<file path="src/rtl/wire_alu_pkg.sv">
// wire_alu_pkg: opcodes, mode field width and channel FSM states shared by the ALU bank.
package wire_alu_pkg;

    localparam int MODE_W = 2;

    localparam logic [MODE_W-1:0] OP_ADD = 2'd0;
    localparam logic [MODE_W-1:0] OP_SUB = 2'd1;
    localparam logic [MODE_W-1:0] OP_ACC = 2'd2;
    localparam logic [MODE_W-1:0] OP_MUL = 2'd3;

    typedef enum logic {IDLE, MUL_RUN} chan_state_t;

endpackage

</file>
<file path="src/rtl/wire_alu_chan.sv">
// wire_alu_chan: one ALU channel with single-cycle ADD/SUB/ACC and a shift-add multiplier.
module wire_alu_chan
    import wire_alu_pkg::*;
#(
    parameter int WIDTH = 32,
    parameter bit SAT   = 1'b0
) (
    input  logic              clk_i,
    input  logic              rst_i,
    input  logic              start_i,
    input  logic [MODE_W-1:0] mode_i,
    input  logic [WIDTH-1:0]  a_i,
    input  logic [WIDTH-1:0]  b_i,
    input  logic              clr_ovf_i,
    output logic [WIDTH-1:0]  result_o,
    output logic              busy_o,
    output logic              done_o,
    output logic              ovf_o
);

    localparam int CW = $clog2(WIDTH) + 1;
    localparam logic [CW-1:0] LAST = CW'(WIDTH - 1);

    chan_state_t       state_q;
    logic [CW-1:0]     cnt_q;
    logic [2*WIDTH-1:0] mcand_q, prod_q, prod_d;
    logic [WIDTH-1:0]  mplier_q, result_q, fast_res, mul_res;
    logic [WIDTH:0]    add_w, sub_w, acc_w, fast_w;
    logic              done_q, ovf_q, fast_ovf, mul_ovf, accept, last, ovf_set;

    // Operation results, overflow detection and saturation; bit WIDTH of each sum is carry/borrow.
    always_comb begin
        add_w    = {1'b0, a_i} + {1'b0, b_i};
        sub_w    = {1'b0, a_i} - {1'b0, b_i};
        acc_w    = {1'b0, result_q} + {1'b0, a_i};
        prod_d   = prod_q + (mplier_q[0] ? mcand_q : '0);
        fast_w   = (mode_i == OP_ADD) ? add_w : (mode_i == OP_SUB) ? sub_w : acc_w;
        fast_ovf = fast_w[WIDTH];
        fast_res = (SAT && fast_ovf) ? ((mode_i == OP_SUB) ? '0 : '1) : fast_w[WIDTH-1:0];
        mul_ovf  = |prod_d[2*WIDTH-1:WIDTH];
        mul_res  = (SAT && mul_ovf) ? '1 : prod_d[WIDTH-1:0];
        accept   = (state_q == IDLE) && start_i;
        last     = (state_q == MUL_RUN) && (cnt_q == LAST);
        ovf_set  = (accept && mode_i != OP_MUL && fast_ovf) || (last && mul_ovf);
    end

    // Channel FSM: single-cycle ops complete on accept, MUL iterates WIDTH cycles in MUL_RUN.
    always_ff @(posedge clk_i) begin
        if (rst_i) begin
            state_q  <= IDLE;
            cnt_q    <= '0;
            mcand_q  <= '0;
            mplier_q <= '0;
            prod_q   <= '0;
            result_q <= '0;
            done_q   <= 1'b0;
            ovf_q    <= 1'b0;
        end else begin
            done_q <= (accept && mode_i != OP_MUL) || last;
            ovf_q  <= ovf_set | (ovf_q & ~clr_ovf_i);
            if (accept && mode_i == OP_MUL) begin
                state_q  <= MUL_RUN;
                cnt_q    <= '0;
                prod_q   <= '0;
                mcand_q  <= {{WIDTH{1'b0}}, a_i};
                mplier_q <= b_i;
            end else if (accept) begin
                result_q <= fast_res;
            end else if (state_q == MUL_RUN) begin
                prod_q   <= prod_d;
                mcand_q  <= mcand_q << 1;
                mplier_q <= mplier_q >> 1;
                cnt_q    <= cnt_q + CW'(1);
                if (last) begin
                    result_q <= mul_res;
                    state_q  <= IDLE;
                end
            end
        end
    end

    assign result_o = result_q;
    assign busy_o   = (state_q == MUL_RUN);
    assign done_o   = done_q;
    assign ovf_o    = ovf_q;

endmodule

</file>
<file path="src/rtl/wire_alu_bank.sv">
// wire_alu_bank: NCH independent ALU channels behind packed wire-in/trigger-in/wire-out buses.
module wire_alu_bank
    import wire_alu_pkg::*;
#(
    parameter int WIDTH = 32,
    parameter int NCH   = 2,
    parameter int SAT   = 0
) (
    input  logic                  ti_clk,
    input  logic                  reset,
    input  logic [NCH-1:0]        start,
    input  logic [MODE_W*NCH-1:0] mode,
    input  logic [NCH*WIDTH-1:0]  op_a,
    input  logic [NCH*WIDTH-1:0]  op_b,
    input  logic [NCH-1:0]        clr_ovf,
    output logic [NCH*WIDTH-1:0]  result,
    output logic [NCH-1:0]        busy,
    output logic [NCH-1:0]        done,
    output logic [NCH-1:0]        ovf
);

    for (genvar c = 0; c < NCH; c++) begin : g_ch
        wire_alu_chan #(
            .WIDTH(WIDTH),
            .SAT  (SAT != 0)
        ) u_chan (
            .clk_i    (ti_clk),
            .rst_i    (reset),
            .start_i  (start[c]),
            .mode_i   (mode[MODE_W*c +: MODE_W]),
            .a_i      (op_a[c*WIDTH +: WIDTH]),
            .b_i      (op_b[c*WIDTH +: WIDTH]),
            .clr_ovf_i(clr_ovf[c]),
            .result_o (result[c*WIDTH +: WIDTH]),
            .busy_o   (busy[c]),
            .done_o   (done[c]),
            .ovf_o    (ovf[c])
        );
    end

endmodule

</file>
<file path="config.mk">
export PLATFORM = sky130hd
export DESIGN_NAME = wire_alu_bank
export DESIGN_NICKNAME = d
export VERILOG_FILES = /design/src/rtl/wire_alu_pkg.sv /design/src/rtl/wire_alu_chan.sv /design/src/rtl/wire_alu_bank.sv
export SDC_FILE = /design/constraint.sdc
export NUM_CORES = 1
export LEC_CHECK = 0
export BUFFER_PORTS_ARGS = -buffer_cell sky130_fd_sc_hd__buf_2
export CORE_ASPECT_RATIO = 0.8
export CORE_MARGIN = 8
export CORE_UTILIZATION = 55
export CTS_BUF_LIST = sky130_fd_sc_hd__clkbuf_2 sky130_fd_sc_hd__clkbuf_4 sky130_fd_sc_hd__clkbuf_8
export CTS_CLUSTER_SIZE = 10
export DETAILED_ROUTE_END_ITERATION = 6
export HOLD_SLACK_MARGIN = 0.03
export PLACE_DENSITY = 0.73
export SLEW_MARGIN = 20
export SYNTH_ARGS = -nofsm -noshare
export SYNTH_HDL_FRONTEND = slang
export SYNTH_SLANG_ARGS = --single-unit
</file>
<file path="constraint.sdc">
create_clock -name ti_clk -period 20.8 [get_ports ti_clk]
set_input_delay 5.2 -clock ti_clk [delete_from_list [all_inputs] [get_ports ti_clk]]
set_output_delay 5.2 -clock ti_clk [all_outputs]
set_load 0.005 [all_outputs]
</file>
==> results of run 1 <==
==> sequential cells by signal, summed over array words and instances, names as in the netlist <==
name	count
g_ch.u_chan.done_o	2
g_ch.u_chan.result_o	64
g_ch.u_chan.mplier_q	64
g_ch.u_chan.cnt_q	12
g_ch.u_chan.ovf_o	2
g_ch.u_chan.mcand_q	128
g_ch.u_chan.prod_q	128
g_ch.u_chan.busy_o	2
==> layer usage <==
layer,vias to the layer above,wire length (um)
met4,10,3650
met3,210,12200
li1,15600,-
met2,1369,41200
met1,15000,48900
met5,-,66
==> layout make-up <==
| class | count | area, sq um |
|---|---|---|
| clock inverters | 17 | 262 |
| flip-flops and latches | 402 | 8060 |
| fillers | 5512 | 22900 |
| repair buffers | 236 | 1260 |
| clock buffers | 115 | 1440 |
| multi-input cells | 3522 | 22600 |
| well taps | 769 | 962 |
| inverters | 65 | 244 |
| diodes | 10 | 25.0 |
==> worst register-to-register path, stage by stage (launching register included) <==
cell and delay (ns):
dfxtp_1 0.41, inv_1 0.19, ha_1 0.42, nand4_1 0.43
or4_1 0.54, a21oi_1 0.38, o221ai_1 0.37, nor2_1 0.23
nand3b_1 0.13, nor2b_1 0.28, o211ai_1 0.18, nand2_1 0.12
xor2_1 0.06, o21ai_0 0.38, ha_1 0.33, a21oi_1 0.16
nor2b_1 0.18, inv_1 0.05, a211oi_1 0.19, o21ba_2 0.22
o21ai_0 0.16, a311oi_1 0.58, nand2b_1 0.19, mux2i_1 0.07
a221o_1 0.29, nor2_1 0.11, a211oi_1 0.08
==> layout by cell type, fill, tap and decap left out, types with 12 or more instances in the layout <==
| cell type | n |
|---|---|
| o21bai_1 | 33 |
| and3_1 | 33 |
| nor4_1 | 41 |
| xnor2_1 | 143 |
| ha_1 | 198 |
| o31a_1 | 21 |
| o21a_1 | 29 |
| nand4_1 | 63 |
| nand2_1 | 479 |
| a31oi_1 | 36 |
| xor2_1 | 124 |
| or2_2 | 13 |
| buf_4 | 29 |
| inv_1 | 64 |
| nor2b_1 | 24 |
| clkbuf_4 | 23 |
| a311oi_1 | 32 |
| nor3_1 | 117 |
| dfxtp_1 | 398 |
| mux2i_1 | 178 |
| a22oi_1 | 128 |
| buf_2 | 206 |
| nand3_1 | 78 |
| clkbuf_8 | 92 |
| a211o_1 | 12 |
| nor3b_1 | 17 |
| o211ai_1 | 23 |
| o21ai_0 | 180 |
| nand2b_1 | 26 |
| or4_1 | 13 |
| a211oi_1 | 55 |
| o31ai_1 | 18 |
| and2_1 | 155 |
| a21o_1 | 86 |
| or3_1 | 41 |
| a21oi_1 | 417 |
| nor2_1 | 495 |
==> how the worst min path moves through the flow <==
| stage | depth (start not counted) | end | start | slack [ns] |
|---|---|---|---|---|
| detailed placement | 2 | g_ch[0].u_chan.mplier_q[1]$_SDFFE_PP0P_ | g_ch[0].u_chan.mplier_q[1]$_SDFFE_PP0P_ | 0.45 |
| floorplan | 2 | g_ch[0].u_chan.mplier_q[1]$_SDFFE_PP0P_ | g_ch[0].u_chan.mplier_q[1]$_SDFFE_PP0P_ | 0.44 |
| global route | 2 | g_ch[1].u_chan.mplier_q[19]$_SDFFE_PP0P_ | g_ch[1].u_chan.mplier_q[19]$_SDFFE_PP0P_ | 0.47 |
| global placement | 2 | g_ch[0].u_chan.mplier_q[11]$_SDFFE_PP0P_ | g_ch[0].u_chan.mplier_q[11]$_SDFFE_PP0P_ | 0.44 |
| finish | 2 | g_ch[0].u_chan.mplier_q[5]$_SDFFE_PP0P_ | g_ch[0].u_chan.mplier_q[5]$_SDFFE_PP0P_ | 0.45 |
| CTS | 2 | g_ch[0].u_chan.mplier_q[20]$_SDFFE_PP0P_ | g_ch[0].u_chan.mplier_q[20]$_SDFFE_PP0P_ | 0.46 |
==> kinds of logic (layout without fill, tap and decap cells) <==
family / after synthesis / count (layout) / share of synthesized area [%]
buf+inv: 328 / 433 / 4.03
simple gates: 1663 / 1663 / 25.1
fa+ha+maj: 202 / 202 / 8.03
xor+xnor: 267 / 267 / 7.34
flops: 402 / 402 / 25.3
compound gates: 1203 / 1203 / 24.3
mux: 187 / 187 / 5.91
other cells: 0 / 10 / 0
==> power by group through the flow <==
| stage | Combinational (mW) | Clock (mW) | Sequential, mW |
|---|---|---|---|
| floorplan | 0.420 | 0 | 0.832 |
| global placement | 0.559 | 0 | 0.854 |
| detailed placement | 0.558 | 0 | 0.854 |
| CTS | 0.562 | 0.897 | 0.838 |
| global route | 0.626 | 0.930 | 0.842 |
| finish | 0.574 | 0.880 | 0.840 |
==> through the flow <==
stage	setup WS, ns	util (%)	hold WS (ns)
global placement	9.52	57.3	0.443
finish	9.93	60.3	0.452
CTS	10.12	60.3	0.457
detailed placement	9.40	57.3	0.448
floorplan	10.19	-	0.437
global route	9.58	60.3	0.472
==> flow_metrics.env, run 1 <==
export IMPL_status="finished clean"
export IMPL_clock_power_share_pct=38.4
export IMPL_path_cells="buf_2, nor2b_2, buf_4, mux2i_1, ha_1, nand2_1, nor3_1, nand4_1, nor3_1, xnor2_1, a21oi_1, ha_1, a211o_1, a41o_1, a211oi_1, o21ba_2, o21ai_0, a311oi_1, nand2b_1, mux2i_1, a221o_1, nor2_1, a211oi_1"
export IMPL_path_delay_family="simple AND/OR/NAND/NOR gates"
export IMPL_cp_max_fo=20
export IMPL_die_h_um=231
export IMPL_htreeDepth=3
export IMPL_ff2ff_setup_slack_ns=13.91
export IMPL_ys_top_cells_by_count="nor2_1, nand2_1, a21oi_1"
export IMPL_regToRegEndpoint="g_ch[0].u_chan.ovf_o$_SDFF_PP0_"
export IMPL_viasPerCell=6.26
export IMPL_cp_start_kind="input port"
export IMPL_clkLatencyLatePin_ns=0.68
export IMPL_syn_instance_count=4252
export IMPL_r2r_start="g_ch[0].u_chan.result_o[1]$_SDFFE_PP0P_"
export IMPL_dp_cells=4994
export IMPL_p_sw_share_pct=33.2
export IMPL_path_depth=23
export IMPL_ys_ff_latch=402
export IMPL_crit_start="mode[0]"
export IMPL_drv_slew=0
export IMPL_r2r_cells=26
export IMPL_fin_cells=5136
export IMPL_peakVddDrop_mv=0.0560
export IMPL_grt_max_degree=128
export IMPL_ys_flop_type="dfxtp_1"
export IMPL_power_density_nw_per_um2=65.9
export IMPL_met3_usage_pct=9.39
export IMPL_num_vias=32100
export IMPL_io_pins=208
export IMPL_initial_core_util_pct=55.2
export IMPL_hold_viol_final=0
export IMPL_fin_area_sq_um=34800
export IMPL_grt_util_met2_pct=41.3
export IMPL_drive_above_1_share_pct=10.1
export IMPL_rsz0062_at_grt="no"
export IMPL_cts_sinks=402
export IMPL_cts_tree="done"
export IMPL_fin_setup_tns_ns=0
export IMPL_comb_power_share_pct=25.0
export IMPL_worst_path_buf_inv=2
export IMPL_period_needed_ns=10.87
export IMPL_grt_pass1_vias=28900
export IMPL_met1_usage_pct=45.0
export IMPL_die_w_um=285
export IMPL_cts_clk_slew_worst_paths_ns=0.07
export IMPL_core_area_sq_um=57700
export IMPL_numCtsBuffers=73
export IMPL_finalNetCount=4640
export IMPL_cts_setup_buffers=0
export IMPL_synth_area_leader_cell="dfxtp_1"
export IMPL_power_mw=2.29
export IMPL_worst_pin_slew_ns=1.15
export IMPL_skew_ns=0.0367
export IMPL_synth_edf_count=0
export IMPL_fmax_mhz=92.0
export IMPL_post_dp_cell_area_sq_um=33100
export IMPL_drv_cap=0
export IMPL_clockBufferDepth=3
export IMPL_die_area_sq_um=65900
export IMPL_internal_power_mw=1.53
export IMPL_hpwl_um=80400
export IMPL_wl_per_cell_um=20.6
export IMPL_post_cts_resized=0
export IMPL_postSynth_asyncResetShare_pct=0
export IMPL_portBuffers=207
export IMPL_grt_overflow=0
export IMPL_yosysMostFrequentCell="nor2_1"
export IMPL_ys_types=94
export IMPL_slew_headroom_pct=23.6
export IMPL_avgSynthCellArea_sq_um=7.49
export IMPL_synth_area_leaders="dfxtp_1, ha_1, a21oi_1, nor2_1, nand2_1"
export IMPL_syn_area_sq_um=31800
export IMPL_timing_final_crit_share_pct=52.3
export IMPL_arrival_ns=11.40
export IMPL_cts_root_buf="clkbuf_8"
export IMPL_crit_type="input port to flip-flop"
export IMPL_setup_viol=0
export IMPL_synth_warning_count=0
export IMPL_hp_class="flip-flop to flip-flop"
export IMPL_seq_power_share_pct=36.6
export IMPL_p_switching_mw=0.761
export IMPL_syn_nets=4592
export IMPL_drt_iter0_markers=3248
export IMPL_grt_pass1_wl_um=164000
export IMPL_firstDrtPassIters=6
export IMPL_ant_nets=0
export IMPL_ctsHoldBuffers=0
export IMPL_area_growth_pct=9.30
export IMPL_grt_busiest_layer="met1"
export IMPL_crit_path_end="g_ch[0].u_chan.ovf_o$_SDFF_PP0_"
export IMPL_critPathMaxStageDelay_ns=0.62
export IMPL_p_leak_nw=13.9
export IMPL_required_ns=21.32
export IMPL_crit_path_top_delay_cell="nor3_1"
export IMPL_end_kind="flip-flop"
export IMPL_antenna_found_initial=16
export IMPL_gr_usage_all_layers_pct=30.5
export IMPL_drt_total_wl_um=106000
export IMPL_synth_top_area_share_pct=25.3
export IMPL_rows=79
export IMPL_route_detailed_drc=0
export IMPL_place_gp_congestion=1.02
export IMPL_synth_sequential_area_ratio_pct=25.3
Power figures use the tool's default switching activity.
==> inputs of run 2 (changes only) <==
==> constraint.sdc (replaced) <==
create_clock -name ti_clk -period 10.3 [get_ports ti_clk]
set_input_delay 2.575 -clock ti_clk [delete_from_list [all_inputs] [get_ports ti_clk]]
set_output_delay 2.575 -clock ti_clk [all_outputs]
set_load 0.005 [all_outputs]
==> run 2 against run 1 <==
  * Sequential share of layout area about the same
  * Power is 100% higher
  * Global-route usage shrank 0.10 points
  * Combinational power rose by 100%
  * First-iteration DRC count increased by 4.5%
  * Register-to-register slack lost 10 ns
  * Design area fell by 0.13%
  * Flip-flop and latch count did not move
  * Critical path depth increased by 3
  * Clock skew is 0.0091 ns lower
  * Largest cell class unchanged
  * Largest power group unchanged
  * Highest routed layer unchanged
==> flow_metrics.env, run 2 (synthesis gave the netlist of run 1 again) <==
export IMPL_timing_final_crit_share_pct=80.9
export IMPL_pre_cts_slack_ns=1.47
export IMPL_arrival_ns=8.85
export IMPL_cts_clk_slew_worst_paths_ns=0.06
export IMPL_critPathMaxStageDelay_ns=0.56
export IMPL_comb_power_share_pct=25.6
export IMPL_route_detailed_drc=0
export IMPL_numCtsBuffers=72
export IMPL_io_pins=208
export IMPL_seq_power_share_pct=37.0
export IMPL_final_util_pct=60.2
export IMPL_hold_viol_final=0
export IMPL_met3_usage_pct=8.16
export IMPL_crit_type="input port to flip-flop"
export IMPL_worst_pin_slew_ns=1.09
export IMPL_power_density_nw_per_um2=132
export IMPL_p_sw_share_pct=33.7
export IMPL_place_gp_congestion=1.00
export IMPL_cts_setup_buffers=0
export IMPL_die_w_um=285
export IMPL_cts_root_buf="clkbuf_8"
export IMPL_rows=79
export IMPL_grt_overflow=0
export IMPL_initial_core_util_pct=55.2
export IMPL_area_growth_pct=9.15
export IMPL_layout_common_cells="nor2_1, nand2_1, a21oi_1"
export IMPL_grt_busiest_layer="met1"
export IMPL_clockBufferDepth=3
export IMPL_grt_pass1_vias=28800
export IMPL_post_cts_resized=0
export IMPL_grt_pass1_wl_um=164000
export IMPL_rsz0062_at_grt="no"
export IMPL_clock_power_share_pct=37.4
export IMPL_portBuffers=207
export IMPL_setup_viol=0
export IMPL_gr_usage_all_layers_pct=30.4
export IMPL_htreeDepth=3
export IMPL_grt_util_met2_pct=41.0
export IMPL_ctsHoldBuffers=0
export IMPL_cp_max_fo=34
export IMPL_peakVddDrop_mv=0.122
export IMPL_reg_top3="g_ch.u_chan.mcand_q x128, g_ch.u_chan.prod_q x128"
export IMPL_p_switching_mw=1.54
export IMPL_num_vias=32100
export IMPL_final_common_cell="nor2_1"
export IMPL_skew_ns=0.0276
export IMPL_status="finished clean"
export IMPL_antenna_found_initial=15
export IMPL_grt_max_degree=103
export IMPL_p_leak_nw=13.8
export IMPL_slew_headroom_pct=27.6
export IMPL_drt_iter0_markers=3393
export IMPL_core_area_sq_um=57700
export IMPL_period_needed_ns=8.34
export IMPL_clkLatencyLatePin_ns=0.68
export IMPL_firstDrtPassIters=6
export IMPL_cp_start_kind="input port"
export IMPL_ant_nets=0
export IMPL_drive_above_1_share_pct=10.1
export IMPL_end_kind="flip-flop"
export IMPL_cts_sinks=402
export IMPL_required_ns=10.81
export IMPL_viasPerCell=6.26
export IMPL_crit_path_frequent_cell="o21ai_0"
export IMPL_crit_path_top_delay_cell="nor3_1"
export IMPL_fmax_mhz=120
export IMPL_cts_tree="done"
export IMPL_drt_total_wl_um=106000
export IMPL_hpwl_um=80200
export IMPL_setup_slack_ns=1.96
export IMPL_hp_class="flip-flop to flip-flop"
export IMPL_wl_per_cell_um=20.7
export IMPL_drv_slew=0
export IMPL_die_area_sq_um=65900
export IMPL_internal_power_mw=3.03
export IMPL_fin_setup_tns_ns=0
export IMPL_drv_cap=0
export IMPL_die_h_um=231
export IMPL_met1_usage_pct=45.8
export IMPL_finalNetCount=4641
## run 2: cell types whose count changed in the layout (fill, tap and decap cells not counted), sizes merged
| cell | delta |
|---|---|
| buf | +2 |
| bufinv | -1 |
| clkbuf | -4 |
| clkinv | +4 |
| clkinvlp | -2 |
| inv | -1 |
## run 2: final timing paths
kind | start | to | slack (ns) | cells past startpoint
worst min-delay path | g_ch[0].u_chan.mplier_q[16]$_SDFFE_PP0P_ | g_ch[0].u_chan.mplier_q[16]$_SDFFE_PP0P_ | 0.45 | 2
worst min register to register | g_ch[0].u_chan.mplier_q[16]$_SDFFE_PP0P_ | g_ch[0].u_chan.mplier_q[16]$_SDFFE_PP0P_ | 0.45 | 2
worst max register to register | g_ch[1].u_chan.result_o[0]$_SDFFE_PP0P_ | g_ch[1].u_chan.result_o[31]$_SDFFE_PP0P_ | 3.51 | 23
worst max-delay path | mode[1] | g_ch[0].u_chan.ovf_o$_SDFF_PP0_ | 1.96 | 26
## run 2: cell type report
| class | count | area (sq um) |
|---|---|---|
| Inverter | 65 | 244 |
| Clock inverter | 17 | 225 |
| Fill cell | 5428 | 23000 |
| Timing Repair Buffer | 238 | 1300 |
| Multi-Input combinational cell | 3522 | 22600 |
| Sequential cell | 402 | 8060 |
| Tap cell | 769 | 962 |
| Clock buffer | 111 | 1380 |
| Antenna cell | 10 | 25.0 |
## run 2: power by group through the flow
stage / Clock, mW / Combinational [mW] / Sequential, mW
floorplan: 0 / 0.848 / 1.68
global placement: 0 / 1.13 / 1.72
detailed placement: 0 / 1.13 / 1.72
CTS: 1.75 / 1.14 / 1.69
global route: 1.81 / 1.28 / 1.70
finish: 1.71 / 1.17 / 1.70
## run 2: metal layers
layer	up-vias	part of all wire, %	wire length (um)
li1	15500	-	-
met1	15000	48	50500
met2	1386	39	41000
met3	201	11	11500
met4	8	3.1	3260
met5	-	0.049	52
## run 2: worst max-delay path: cells and delay by family
family	cells	cell delay [ns]
compound gates	10	2.51
simple gates	9	2.09
buf+inv	3	0.80
mux	2	0.45
fa+ha+maj	1	0.35
xor+xnor	1	0.06
## run 2: metrics by stage
stage          instance area [sq um]  power [mW]  cells  hold slack [ns]
2_1_floorplan                  31800        2.53   4252            0.437
3_3_place_gp                   33100        2.86   4995            0.443
3_5_place_dp                   33100        2.86   4995            0.447
4_1_cts                        34700        4.58   5123            0.455
5_1_grt                        34700        4.79   5127            0.471
6_report                       34800        4.58   5134            0.454
